===== config.mk =====
export PLATFORM = sky130hd
export DESIGN_NAME = coherence_bus_ctrl
export DESIGN_NICKNAME = d
export VERILOG_FILES = /design/src/rtl/coherence_bus_ctrl.sv
export SDC_FILE = /design/constraint.sdc
export NUM_CORES = 1
export LEC_CHECK = 0
export ABC_AREA = 1
export BUFFER_PORTS_ARGS = -buffer_cell sky130_fd_sc_hd__buf_2
export CORE_AREA = 2 2 144 146
export CTS_BUF_LIST = sky130_fd_sc_hd__clkbuf_8
export DETAILED_ROUTE_END_ITERATION = 6
export DIE_AREA = 0 0 146 148
export GPL_ROUTABILITY_DRIVEN = 0
export PLACE_DENSITY = 0.45
export SYNTH_ARGS = -nofsm -noshare
export SYNTH_HDL_FRONTEND = slang
export SYNTH_SLANG_ARGS = --single-unit
export TNS_END_PERCENT = 5

===== constraint.sdc =====
create_clock -name CLK -period 1.4 [get_ports CLK]
set_input_delay 0.14 -clock CLK [delete_from_list [all_inputs] [get_ports CLK]]
set_output_delay 0.14 -clock CLK [all_outputs]
set_load 0.03 [all_outputs]

===== src/rtl/coherence_bus_ctrl.sv =====
`default_nettype none
// ============================================================================
// Module   : coherence_bus_ctrl
// Purpose  : Bus-side responder for two snooping data caches. Arbitrates the
//            caches' word requests onto the single RAM port. A coherent miss
//            (cctrans) first snoops the peer cache, which may invalidate its
//            copy or supply a dirty block cache-to-cache (memory is written in
//            the same transfer).
// Macro    : COHERENCE_SNOOP_EN - enables SNOOP/SNRESP/C2C states. When it is
//            undefined, cctrans/ccwrite are ignored and ccwait/ccinv/
//            ccsnoopaddr are tied to 0.
// Ports    : CLK, nRST (async, active-low)
//            dREN/dWEN/daddr/dstore/cctrans/ccwrite  - per-cache requests
//            dwait/dload/ccwait/ccinv/ccsnoopaddr    - per-cache responses
//            ramstate/ramload (in), ramREN/ramWEN/ramaddr/ramstore (out)
// Revision : 1.0 - initial release
// ============================================================================
module coherence_bus_ctrl #(
  parameter int CPUS = 2
) (
  input  logic                   CLK,
  input  logic                   nRST,
  input  logic [CPUS-1:0]        dREN,
  input  logic [CPUS-1:0]        dWEN,
  input  logic [CPUS-1:0][31:0]  daddr,
  input  logic [CPUS-1:0][31:0]  dstore,
  input  logic [CPUS-1:0]        cctrans,
  input  logic [CPUS-1:0]        ccwrite,
  output logic [CPUS-1:0]        dwait,
  output logic [CPUS-1:0][31:0]  dload,
  output logic [CPUS-1:0]        ccwait,
  output logic [CPUS-1:0]        ccinv,
  output logic [CPUS-1:0][31:0]  ccsnoopaddr,
  input  logic [1:0]             ramstate,
  output logic                   ramREN,
  output logic                   ramWEN,
  output logic [31:0]            ramaddr,
  output logic [31:0]            ramstore,
  input  logic [31:0]            ramload
);

  typedef enum logic [1:0] {
    c_FREE   = 2'd0,
    c_BUSY   = 2'd1,
    c_ACCESS = 2'd2,
    c_ERROR  = 2'd3
  } ramstate_t;

  typedef enum logic [3:0] {
    c_IDLE   = 4'd0,
    c_SNOOP  = 4'd1,
    c_SNRESP = 4'd2,
    c_C2C1   = 4'd3,
    c_C2C2   = 4'd4,
    c_LD1    = 4'd5,
    c_LD2    = 4'd6,
    c_WB1    = 4'd7,
    c_WB2    = 4'd8
  } state_t;

  state_t       r_state;
  logic         r_req;   // cache being served
  logic         r_snp;   // its peer
  logic         r_rr;    // round-robin preference on contention
  logic [1:0]   w_pend;
  logic         w_win;
  logic         w_access;

  assign w_access = (ramstate == c_ACCESS);
  assign w_pend   = dREN | dWEN;
  // Single requester wins outright; on contention the rr pointer decides.
  assign w_win    = w_pend[0] ? (w_pend[1] ? r_rr : 1'b0) : 1'b1;

`ifdef COHERENCE_SNOOP_EN
  logic r_coh;  // current read is a coherent two-word block fill
`else
  logic w_unused_cc;
  assign w_unused_cc = ^{cctrans, ccwrite};
  assign ccwait      = '0;
  assign ccinv       = '0;
  assign ccsnoopaddr = '0;
`endif

  // --------------------------------------------------------------------------
  // State register. Only ACCESS advances a RAM/C2C state; FREE, BUSY and
  // ERROR all hold so the word is retried indefinitely.
  // --------------------------------------------------------------------------
  always_ff @(posedge CLK or negedge nRST) begin
    if (!nRST) begin
      r_state <= c_IDLE;
      r_req   <= 1'b0;
      r_snp   <= 1'b1;
      r_rr    <= 1'b0;
`ifdef COHERENCE_SNOOP_EN
      r_coh   <= 1'b0;
`endif
    end else begin
      case (r_state)
        c_IDLE: begin
          if (|w_pend) begin
            r_req <= w_win;
            r_snp <= ~w_win;
            if (dWEN[w_win]) begin
              r_state <= c_WB1;
`ifdef COHERENCE_SNOOP_EN
            end else if (cctrans[w_win]) begin
              r_state <= c_SNOOP;
              r_coh   <= 1'b1;
            end else begin
              r_state <= c_LD1;
              r_coh   <= 1'b0;
`else
            end else begin
              r_state <= c_LD1;
`endif
            end
          end
        end
        c_WB1: if (w_access) r_state <= c_WB2;
        c_WB2: if (w_access) begin
          r_state <= c_IDLE;
          r_rr    <= r_snp;
        end
        c_LD1: if (w_access) begin
`ifdef COHERENCE_SNOOP_EN
          if (r_coh) begin
            r_state <= c_LD2;
          end else begin
            r_state <= c_IDLE;
            r_rr    <= r_snp;
          end
`else
          r_state <= c_IDLE;
          r_rr    <= r_snp;
`endif
        end
        c_LD2: if (w_access) begin
          r_state <= c_IDLE;
          r_rr    <= r_snp;
        end
`ifdef COHERENCE_SNOOP_EN
        c_SNOOP:  r_state <= c_SNRESP;
        // Peer asserting dWEN in the response cycle means it holds the block dirty.
        c_SNRESP: r_state <= dWEN[r_snp] ? c_C2C1 : c_LD1;
        c_C2C1:   if (w_access) r_state <= c_C2C2;
        c_C2C2:   if (w_access) begin
          r_state <= c_IDLE;
          r_rr    <= r_snp;
        end
`endif
        default: r_state <= c_IDLE;
      endcase
    end
  end

  // --------------------------------------------------------------------------
  // Outputs are combinational from state and ramstate so dwait drops in the
  // very first ACCESS cycle. IDLE drives the reset values.
  // --------------------------------------------------------------------------
  always_comb begin
    dwait    = '1;
    dload    = '0;
    ramREN   = 1'b0;
    ramWEN   = 1'b0;
    ramaddr  = '0;
    ramstore = '0;
`ifdef COHERENCE_SNOOP_EN
    ccwait      = '0;
    ccinv       = '0;
    ccsnoopaddr = '0;
`endif
    case (r_state)
      c_WB1, c_WB2: begin
        ramWEN        = 1'b1;
        ramaddr       = daddr[r_req];
        ramstore      = dstore[r_req];
        dwait[r_req]  = ~w_access;
      end
      c_LD1, c_LD2: begin
        ramREN        = 1'b1;
        ramaddr       = daddr[r_req];
        dload[r_req]  = ramload;
        dwait[r_req]  = ~w_access;
      end
`ifdef COHERENCE_SNOOP_EN
      c_SNOOP, c_SNRESP: begin
        ccwait[r_snp]      = 1'b1;
        ccsnoopaddr[r_snp] = daddr[r_req];
        ccinv[r_snp]       = ccwrite[r_req];
      end
      c_C2C1, c_C2C2: begin
        // Peer's dirty word goes to the requester and to memory at once.
        ramWEN        = 1'b1;
        ramaddr       = daddr[r_snp];
        ramstore      = dstore[r_snp];
        dload[r_req]  = dstore[r_snp];
        if (w_access) dwait = '0;
      end
`endif
      default: ;
    endcase
  end

endmodule
`default_nettype wire

==> results by group, run 1 <==
Yosys
  – Yosys warnings: 0
  – Synth Instances: 564
  – Synth Cell Area: 2600 um^2
  – Synth Area in XOR/XNOR: 0%
  – Register area share after synthesis: between 5 and 6%
  – Largest family of logic cells by synthesized area: simple AND/OR/NAND/NOR gates
  – Complex-gate fraction of the synthesized area: 1.34%
  – Synth Area in Simple Gates: between 50% and 60%
  – Syn avg cell area: about 4.6 um^2
  – Multiplexer share of the synthesized area: 0%
  – Number of synthesized register bits: 6
  – Synthesized-area fraction occupied by adder cells: 0%
  – Synth unique cells: 19

Floorplanning
  – DIE WIDTH: 146 um
  – Die height: 148 um
  – I/O pins: around 370
  – Full die area: 21600 um^2
  – Rows: 52
  – Initial core utilization: 13.0%
  – Core footprint: 20000 um^2

Worst setup path
  – CP Capture Type: output port
  – WP data required: 1260 ps
  – Critical path data arrival time: 1540 ps
  – Critical Path Source Type: register
  – Worst Path Max Fanout: 8
  – Critical path type: register to output port

Detailed routing
  – Vias/cell: 3.56
  – Routed WL per cell: roughly 12 um
  – Drt drc: 0
  – Drt first-iter violations: 108
  – DRT Wirelength: 13600 um
  – DR vias: between 4000 and 5000
  – Iteration count of the initial detailed-routing pass: 4
  – Post-route ant nets: 0

Placed design
  – HPWL Detailed: 9920 um
  – Placed inst area: 4690 um^2
  – Post-placement cell count: 1136
  – # port buffers: approximately 300
  – Pre-CTS setup slack: -127 ps

Cells and area
  – Area grow syn2layout: 132%
  – Share of cells above drive strength 1: around 54%
  – Final Cell Area: 6050 um^2
  – NumNets Final: 1057
  – Final Non-Filler Cells: about 1200

Power
  – PD cells: 2060 nW/um^2
  – P_int: 5350 uW
  – Sequential power share: under 10%
  – Worst VDD drop: 0.450 mV
  – Lkg Pwr: between 0.003 and 0.004 uW
  – Combinational power share: between 90 and 100%
  – Switching pwr: 7130 uW
  – Total power: between 10000 and 15000 uW
  – Clock share of power: between 2 and 2.5%
  – Sw Share: 57.1%

Timing
  – Worst Clk Skew: approximately 5 ps
  – Final worst slack: -276 ps
  – Period utilization: 120%
  – Final-report hold violation count: 0
  – Min cycle time layout: approximately 1700 ps
  – RSZ-0062 raised after global routing: yes
  – Fmax: slightly below 0.6 GHz
  – Finish-stage setup viols: 131
  – Fin. max-slew vios: 0

Job
  – Max-Cap Viols: 0

Clocking
  – CTS tree: built
  – Clock root buffer: clkbuf_8
  – Num Clock Sinks: 6
  – Worst-skew pair later-pin latency: 220 ps
  – CTS Buf Count: 3
  – H-tree Lvls: 1
  – Clock Tree Buf Depth: 2
  – Clk pin slew, worst setup/hold paths: 40 ps

Status
  – Outcome: complete, but fails checks
  – Failing checks: setup timing

Min path
  – Worst min path class: primary input to async pin

GRT
  – Largest net degree at the start of global routing: 34
  – GRT Total Usage: between 10% and 20%
  – First-pass GRT wire length: 18800 um
  – Vias in the first global route: 3872
  – Initial antenna violation count: 2
  – Global route total overflow: 0
-- synth_stat cells --
cell | number | area, um^2
inv_2 | 2 | 7.51
nor2_1 | 67 | 251
buf_4 | 71 | 533
buf_6 | 3 | 33.8
nand2_2 | 7 | 43.8
nand3_1 | 4 | 20.0
nand3_2 | 2 | 20.0
buf_2 | 15 | 75.1
inv_1 | 104 | 390
clkbuf_1 | 5 | 18.8
nand4_1 | 1 | 6.26
dfrtp_1 | 5 | 125
nand2_1 | 266 | 998
o21ai_0 | 5 | 25.0
conb_1 | 1 | 3.75
or2_2 | 1 | 6.26
a21oi_1 | 2 | 10.0
nor3_1 | 2 | 10.0
dfstp_2 | 1 | 26.3
-- registers in the layout, summed over array words and instances, names as in the netlist --
register and cells:
r_req 1, r_snp 1, r_state 3, r_rr 1
-- layout by cell type (no fill, tap or decap), types with 13 or more instances in the layout --
cell and instances:
nand2_1 246, buf_2 169, buf_6 135, inv_1 81, conb_1 68, nor2_4 51, inv_2 24, nand2_2 24
buf_4 20, nor2_2 13
-- critical path: stages (launching register included) --
cell	delay (ps)
dfrtp_2	450
nor2_2	110
nand2_2	120
nand3_4	140
buf_6	120
buf_12	130
nand2_1	50
inv_1	60
buf_6	120
-- per-layer routing --
metal | up-vias | track usage (%) | part of all wire [%]
met3 | 14 | 1.82 | 7.9
met1 | 1787 | 10.7 | 35
met5 | - | 0 | 0.096
li1 | 2090 | - | -
met4 | 2 | 2.28 | 1.0
met2 | 224 | 21.9 | 56
-- cell families (layout without fill, tap and decap cells) --
kind of cell / Yosys count / in the layout
buffers and inverters: 200 / 453
DFF: 6 / 6
AOI/OAI and AO/OA: 7 / 7
other: 1 / 69
and+or+nand+nor: 350 / 350
-- final timing paths --
path | startpoint | end | slack, ps | cells after the start
max in group asynchronous | nRST | r_snp | 900 | 2
max reg2reg | r_state[1] | r_state[2] | 40 | 9
max | r_state[2] | ramaddr[17] | -280 | 8
min reg2reg | r_snp | r_snp | 480 | 2
min in group CLK | dWEN[1] | r_state[1] | 280 | 5
min | nRST | r_state[3] | 280 | 2
-- metrics by stage --
stage / setup TNS [ps] / hold WS (ps) / util [%]
2_1_floorplan: -1350 / -156 / -
3_3_place_gp: -2220 / -25.5 / 23.4
3_5_place_dp: -3200 / -23.1 / 23.4
4_1_cts: -33720 / 273 / 27.6
5_1_grt: -38740 / 304 / 30.2
6_report: -27440 / 276 / 30.2
-- layout make-up --
class                   count  area (um^2)
diodes                      1         2.50
clock buffers               3         41.3
clock inverters             1         3.75
fillers                  2225        14000
inverters                 106          415
multi-input cells         425         2190
flip-flops and latches      6          154
well taps                 270          338
repair buffers            343         2900
-- power groups by stage --
stage	sequential, uW	combinational (uW)	clock [uW]
final	368	11900	262
after global routing	387	12700	287
after CTS	343	10800	275
after detailed placement	336	8830	0
after global placement	333	8870	0
after floorplan	316	6090	0
-- what timing repair did --
action                                  4_1_cts  5_1_grt
buffers inserted                              4        2
hold endpoints to repair                      6        0
pin swaps                                     2        8
hold buffers                                  1        0
resized for setup                           232      124
cloned                                        2        6
endpoints found under the setup margin      131      135
Power figures use the tool's default switching activity.
==> run 2: changes to the inputs <==
--- a/config.mk
+++ b/config.mk
@@ -12,8 +12,8 @@
 export DETAILED_ROUTE_END_ITERATION = 6
 export DIE_AREA = 0 0 146 148
 export GPL_ROUTABILITY_DRIVEN = 0
+export HOLD_SLACK_MARGIN = 0.02
 export PLACE_DENSITY = 0.45
 export SYNTH_ARGS = -nofsm -noshare
 export SYNTH_HDL_FRONTEND = slang
 export SYNTH_SLANG_ARGS = --single-unit
-export TNS_END_PERCENT = 5
==> run 2 against run 1 <==
  * The flow still finishes with violations (setup timing)
  * Highest routed layer is now met4
  * Sequential share of layout area is essentially flat
  * Critical path depth shrank 1
  * Largest power group unchanged
  * Global-route usage shrank 0.30 points
  * Core utilization grew 0.57 points
  * Clock power grew 2%
  * Fmax grew 0.77%
  * First-iteration DRC count grew 1.9%
==> results by group, run 2 (synthesized netlist as in run 1, its figures left out) <==
Status
  – Outcome: complete, but fails checks
  – Failing checks: setup timing

Cells and area
  – Share of cells above drive strength 1: 57.6% (+4.1 points)
  – Commonest cells after routing, fill and taps aside: nand2_1 (207), buf_2 (168), buf_6 (89)
  – Antenna cell count: 0 (-1)
  – Most common cell after layout, fill and taps aside: nand2_1
  – Layout Utilization: 30.8% (+0.57 points)
  – Max reg flops: 3 (unchanged)
  – NumNets Final: 1063 (+0.57%)
  – Biggest register: r_state
  – Area grow syn2layout: 137%

Worst setup path
  – Critical path data arrival time: 1520 ps (-20 ps)
  – Critical path type: register to output port
  – Flop-to-flop setup slack: 70 ps (+30 ps)
  – Critical Path Source Type: register
  – WP data required: 1260 ps (about the same)
  – CP Capture Type: output port
  – Worst Path Max Fanout: 6 (-2)

Floorplanning
  – Die height: 148 um (unchanged)
  – Initial core utilization: 13.0% (unchanged)
  – Full die area: 21600 um^2 (unchanged)
  – I/O pins: 372 (unchanged)
  – Core footprint: 20000 um^2 (unchanged)
  – DIE WIDTH: 146 um (unchanged)
  – Rows: 52 (unchanged)

Power
  – PD cells: 2100 nW/um^2 (+1.9%)
  – Worst VDD drop: 0.831 mV (+85%)
  – Total power: 13000 uW (+3.8%)
  – Lkg Pwr: 0.00391 uW (+4.5%)

Detailed routing
  – Vias/cell: 3.59 (+0.83%)
  – Post-route ant nets: 0 (unchanged)
  – DR vias: 4169 (+1.3%)
  – Routed WL per cell: 12.7 um (+7.9%)
  – DRT Wirelength: 14800 um (+8.4%)
  – Drt first-iter violations: 110 (+1.9%)
  – Drt drc: 0 (unchanged)
  – Iteration count of the initial detailed-routing pass: 4 (unchanged)

Placed design
  – # port buffers: 299 (unchanged)
  – HPWL Detailed: 9610 um (-3.2%)

Clocking
  – Clk pin slew, worst setup/hold paths: 40 ps (about the same)
  – Num Clock Sinks: 6 (unchanged)
  – Clock root buffer: clkbuf_8
  – CTS tree: built
  – Worst-skew pair later-pin latency: 220 ps (about the same)
  – CTS Buf Count: 3 (unchanged)
  – Clock Tree Buf Depth: 2 (unchanged)
  – H-tree Lvls: 1 (unchanged)

GRT
  – Largest net degree at the start of global routing: 39 (+15%)
  – Global route total overflow: 0 (unchanged)
  – GRT Total Usage: 10.2% (-0.30 points)
  – Initial antenna violation count: 0 (-2)
  – First-pass GRT wire length: 18100 um (-3.3%)
  – Vias in the first global route: 3586 (-7.4%)

Timing
  – Min cycle time layout: 1660 ps (-12.8 ps)
  – Fin. max-slew vios: 0 (unchanged)
  – Worst Clk Skew: 2.09 ps (-2.79 ps)
  – Final worst slack: -263 ps (+12.8 ps)
  – Setup TNS Final: -27940 ps (-508 ps)
  – Fmax: 0.601 GHz (+0.77%)
  – RSZ-0062 raised after global routing: yes
  – Final-report hold violation count: 0 (unchanged)
  – Period utilization: 119% (-0.91 points)
  – Finish-stage setup viols: 131 (unchanged)

Min path
  – Worst min path class: primary input to async pin

Job
  – Max-Cap Viols: 0 (unchanged)
[run 2: worst paths after layout]
kind,from,to,cells past startpoint
min,nRST,r_rr,2
max reg2reg,r_req,r_req,6
max,r_state[1],dload[46],7
max in group asynchronous,nRST,r_snp,2
min reg2reg,r_snp,r_snp,2
min in group CLK,dWEN[1],r_state[1],5
[run 2: timing repair]
action                                  4_1_cts  5_1_grt
setup buffers                                 1       11
resized for setup                           155      210
pin swaps                                     0       19
cloned                                        1       15
endpoints found under the hold margin         6        0
hold buffers                                  1        0
endpoints found under the setup margin      132      133
[run 2: stage by stage]
step           cell area (um^2)  instances  setup slack, ps  hold WS (ps)
3_3_place_gp               4630       1127            -41.1         -20.7
2_1_floorplan              3210        631            -64.2          -156
5_1_grt                    6160       1160             -338           288
6_report                   6160       1160             -263           270
4_1_cts                    5150       1134             -277           271
3_5_place_dp               4630       1127            -50.8         -20.4
[run 2: routing by layer]
layer	global-route usage, %	up-vias	share of wire [%]	wire [um]
li1	-	2105	-	-
met1	12.1	1876	42	6210
met2	20.1	184	52	7650
met3	1.33	4	5.6	829
met4	1.12	0	0.39	57
met5	0	-	0	0
[run 2: critical path, cell delays in order, from the launching register on]
cell	delay (ps)
dfrtp_1	400
inv_1	110
nand3_4	120
inv_6	120
nand2_8	90
buf_4	190
nor2_4	70
clkbuf_4	180
[run 2: final cells by class]
class	instances	area (um^2)
Fill cell	2235	13900
Tap cell	270	338
Timing Repair Buffer	349	2900
Sequential cell	6	154
Multi-Input combinational cell	425	2320
Inverter	106	408
Clock inverter	1	3.75
Clock buffer	3	41.3
[run 2: report_power, final]
group | total (uW) | internal, uW | leakage (uW) | switching [uW]
Clock | 268 | 189 | 0.0000269 | 79.1
Combinational | 12300 | 5020 | 0.00381 | 7330
Sequential | 346 | 265 | 0.0000708 | 81.0
==> run 3: changes to the inputs <==
--- a/config.mk
+++ b/config.mk
@@ -5,7 +5,6 @@
 export SDC_FILE = /design/constraint.sdc
 export NUM_CORES = 1
 export LEC_CHECK = 0
-export ABC_AREA = 1
 export BUFFER_PORTS_ARGS = -buffer_cell sky130_fd_sc_hd__buf_2
 export CORE_AREA = 2 2 144 146
 export CTS_BUF_LIST = sky130_fd_sc_hd__clkbuf_8
@@ -13,7 +12,7 @@
 export DIE_AREA = 0 0 146 148
 export GPL_ROUTABILITY_DRIVEN = 0
 export HOLD_SLACK_MARGIN = 0.02
-export PLACE_DENSITY = 0.45
+export PLACE_DENSITY = 0.44
 export SYNTH_ARGS = -nofsm -noshare
 export SYNTH_HDL_FRONTEND = slang
 export SYNTH_SLANG_ARGS = --single-unit
==> run 3 against run 2 <==
  * The run still ends with setup timing left
  * Critical path depth down 1
  * Clock-buffer cell count is the same
  * Clock skew grew 1.1 ps
  * Clock power is essentially flat
  * Worst hold slack worse by 39 ps
  * Die area stayed put
  * Power increased by 0.77%
  * Global-route usage shrank 1.7 points
  * Fmax decreased by 6.6%
==> results by group, run 3 <==
Status
  – Outcome: complete, but fails checks
  – Failing checks: setup timing

Clocking
  – Clock root buffer: clkbuf_8
  – Num Clock Sinks: 6 (unchanged)
  – CTS Buf Count: 3 (unchanged)
  – Worst-skew pair later-pin latency: 220 ps (about the same)
  – Clock Tree Buf Depth: 2 (unchanged)
  – Clk pin slew, worst setup/hold paths: 40 ps (about the same)
  – H-tree Lvls: 1 (unchanged)
  – CTS tree: built

GRT
  – Vias in the first global route: 3168 (-12%)
  – Initial antenna violation count: 0 (unchanged)
  – First-pass GRT wire length: 15300 um (-16%)
  – Global route total overflow: 0 (unchanged)
  – GRT Total Usage: 8.50% (-1.7 points)
  – Largest net degree at the start of global routing: 34 (-13%)

Yosys
  – Synth Flop Type: dfrtp_1
  – Yosys warnings: 0 (unchanged)
  – Top post-synthesis cells by count: buf_4 (69), nor2_1 (66), and3_1 (64), mux2i_1 (64), buf_2 (16)
  – Synth top area share: 27.8% (-11 points)
  – Synth Area in Simple Gates: 31.7% (-20 points)
  – Top-count cell post-synth: buf_4
  – Post-synth EDFFs: 0 (unchanged)
  – Synthesized-area fraction occupied by adder cells: 0% (unchanged)
  – Post-synth ARST share: 100% (unchanged)
  – Largest family of logic cells by synthesized area: simple AND/OR/NAND/NOR gates
  – Leading area contributor after synthesis: mux2i_1
  – Synth Instances: 326 (-42%)
  – Synth Area in XOR/XNOR: 0.379% (+0.38 points)
  – Number of synthesized register bits: 6 (unchanged)
  – Multiplexer share of the synthesized area: 28.2% (+28 points)
  – Synth unique cells: 29 (+10)
  – Register area share after synthesis: 6.56% (+0.75 points)
  – Syn avg cell area: 7.08 um^2 (+53%)
  – Largest cells by area after synthesis: mux2i_1 (28%), buf_4 (22%), and3_1 (17%)
  – Complex-gate fraction of the synthesized area: 3.31% (+2.0 points)
  – Synth Cell Area: 2310 um^2 (-11%)

Detailed routing
  – Post-route ant nets: 0 (unchanged)
  – Iteration count of the initial detailed-routing pass: 3 (-1)
  – Drt first-iter violations: 60 (-45%)
  – DR vias: 3386 (-19%)
  – Vias/cell: 3.66 (+2.0%)
  – Drt drc: 0 (unchanged)
  – Routed WL per cell: 12.7 um (about the same)
  – DRT Wirelength: 11800 um (-20%)

Floorplanning
  – Core footprint: 20000 um^2 (unchanged)
  – Initial core utilization: 11.5% (-1.5 points)
  – I/O pins: 372 (unchanged)
  – Rows: 52 (unchanged)
  – Full die area: 21600 um^2 (unchanged)
  – Die height: 148 um (unchanged)
  – DIE WIDTH: 146 um (unchanged)

Cells and area
  – Share of cells above drive strength 1: 77.8% (+20 points)
  – Most common cell after layout, fill and taps aside: buf_2
  – Area grow syn2layout: 163%
  – Layout Utilization: 30.3% (-0.47 points)
  – Commonest cells after routing, fill and taps aside: buf_2 (170), buf_6 (132), conb_1 (68)
  – Antenna cell count: 0 (unchanged)
  – NumNets Final: 827 (-22%)
  – Final Non-Filler Cells: 924 (-20%)
  – Biggest register: r_state
  – Max reg flops: 3 (unchanged)

Worst setup path
  – Crit path largest cell delay: 400 ps (about the same)
  – Flop-to-flop setup slack: 80 ps (about the same)
  – Critical path data arrival time: 1640 ps (+120 ps)
  – Worst Reg2Reg Path Length in Cells: 4 (-2)
  – Worst Path Max Fanout: 4 (-2)
  – CP Capture Type: output port
  – Reg-to-Reg Start: r_state[3]
  – CP max-delay cell: dfrtp_1
  – Worst path cell trace: nor2b_4, buf_6, a21oi_4, buf_6, or3_4, buf_6
  – Top delay family on crit path: simple AND/OR/NAND/NOR gates
  – Crit path top cell by count: buf_6
  – R2r endpoint: r_rr
  – CP startpoint: r_state[2]
  – Critical path type: register to output port
  – Critical Path Source Type: register
  – WP data required: 1260 ps (about the same)
  – WP buf/inv: 3 (-1)

Timing
  – Finish-stage setup viols: 132 (+0.76%)
  – Worst Clk Skew: 3.21 ps (+1.12 ps)
  – RSZ-0062 raised after global routing: yes
  – Period utilization: 127% (+8.4 points)
  – Min cycle time layout: 1780 ps (+118 ps)
  – Final-report hold violation count: 0 (unchanged)
  – Final worst slack: -381 ps (-118 ps)
  – Final worst hold slack: 231 ps (-39.2 ps)
  – Fmax: 0.561 GHz (-6.6%)
  – Fin. max-slew vios: 0 (unchanged)

Min path
  – Worst Hold Endpoint: r_state[1]
  – Hold_sp: dWEN[0]
  – Worst min path class: primary input to register
  – Worst hold path cell count: 3

Power
  – Lkg Pwr: 0.00293 uW (-25%)
  – Worst VDD drop: 0.959 mV (+15%)
  – Total power: 13100 uW (+0.77%)
  – PD cells: 2150 nW/um^2 (+2.4%)

Placed design
  – Post-placement cell count: 907 (-20%)
  – # port buffers: 299 (unchanged)
  – HPWL Detailed: 8530 um (-11%)

Job
  – Max-Cap Viols: 0 (unchanged)
-- run 3: cell count changes in the layout (fill, tap and decap cells not counted), sizes merged, moves of 2 or more --
| cell | delta |
|---|---|
| nor2b | +2 |
| nand2b | +2 |
| mux2i | +64 |
| nand3 | -4 |
| inv | -103 |
| and3 | +64 |
| buf | +13 |
| or3 | +2 |
| nand2 | -270 |
| clkbuf | -9 |
-- run 3: worst max path at each step --
stage / slack, ps / end / depth (start not counted)
final: -380 / dwait[1] / 6
after global routing: -490 / dload[0] / 5
after detailed placement: -170 / dload[6] / 5
after floorplan: -30 / ramstore[22] / 5
after CTS: -370 / dwait[0] / 6
after global placement: -170 / ramstore[21] / 6
-- run 3: metal layers --
layer | GRT usage [%] | up-vias | share of wire (%)
li1 | - | 1631 | -
met1 | 9.69 | 1528 | 36
met2 | 17.1 | 219 | 55
met3 | 1.45 | 8 | 8.4
met4 | 0.583 | 0 | 1.1
met5 | 0 | - | 0
-- run 3: what timing repair did --
| item | in CTS | in global routing |
|---|---|---|
| endpoints found under the hold margin | 6 | 0 |
| hold buffers | 1 | 0 |
| resized for setup | 208 | 137 |
| pin swaps | 4 | 40 |
| cloned | 3 | 4 |
| endpoints found under the setup margin | 132 | 134 |
| buffers inserted | 4 | 5 |
-- run 3: area by class of cell --
class	count	area, um^2
inverters	2	10.0
fillers	2100	14000
flip-flops and latches	6	156
multi-input cells	289	2550
repair buffers	353	2970
well taps	270	338
clock inverters	1	3.75
clock buffers	3	41.3
-- run 3: where the power goes --
part	internal [uW]	switching (uW)
sequential	271	104
clock	189	78.0
combinational	5830	6590
-- run 3: cells by family (layout without fill, tap and decap cells) --
group | count (synthesis) | count (layout)
other cells | 1 | 68
compound gates | 11 | 11
mux | 65 | 65
simple gates | 144 | 144
buf+inv | 98 | 359
flops | 6 | 6
xor+xnor | 1 | 1
-- run 3: tightest hold or removal path: stages --
cell and delay (ps):
buf_2 100, a21oi_1 50, o21ai_0 130
-- run 3: metrics by stage --
| stage | TNS, ps | setup WS [ps] | instance area [um^2] |
|---|---|---|---|
| 2_1_floorplan | -1830 | -33.8 | 3110 |
| 3_3_place_gp | -16590 | -166 | 4710 |
| 3_5_place_dp | -16050 | -168 | 4710 |
| 4_1_cts | -43670 | -368 | 5490 |
| 5_1_grt | -55210 | -488 | 6070 |
| 6_report | -42700 | -381 | 6070 |
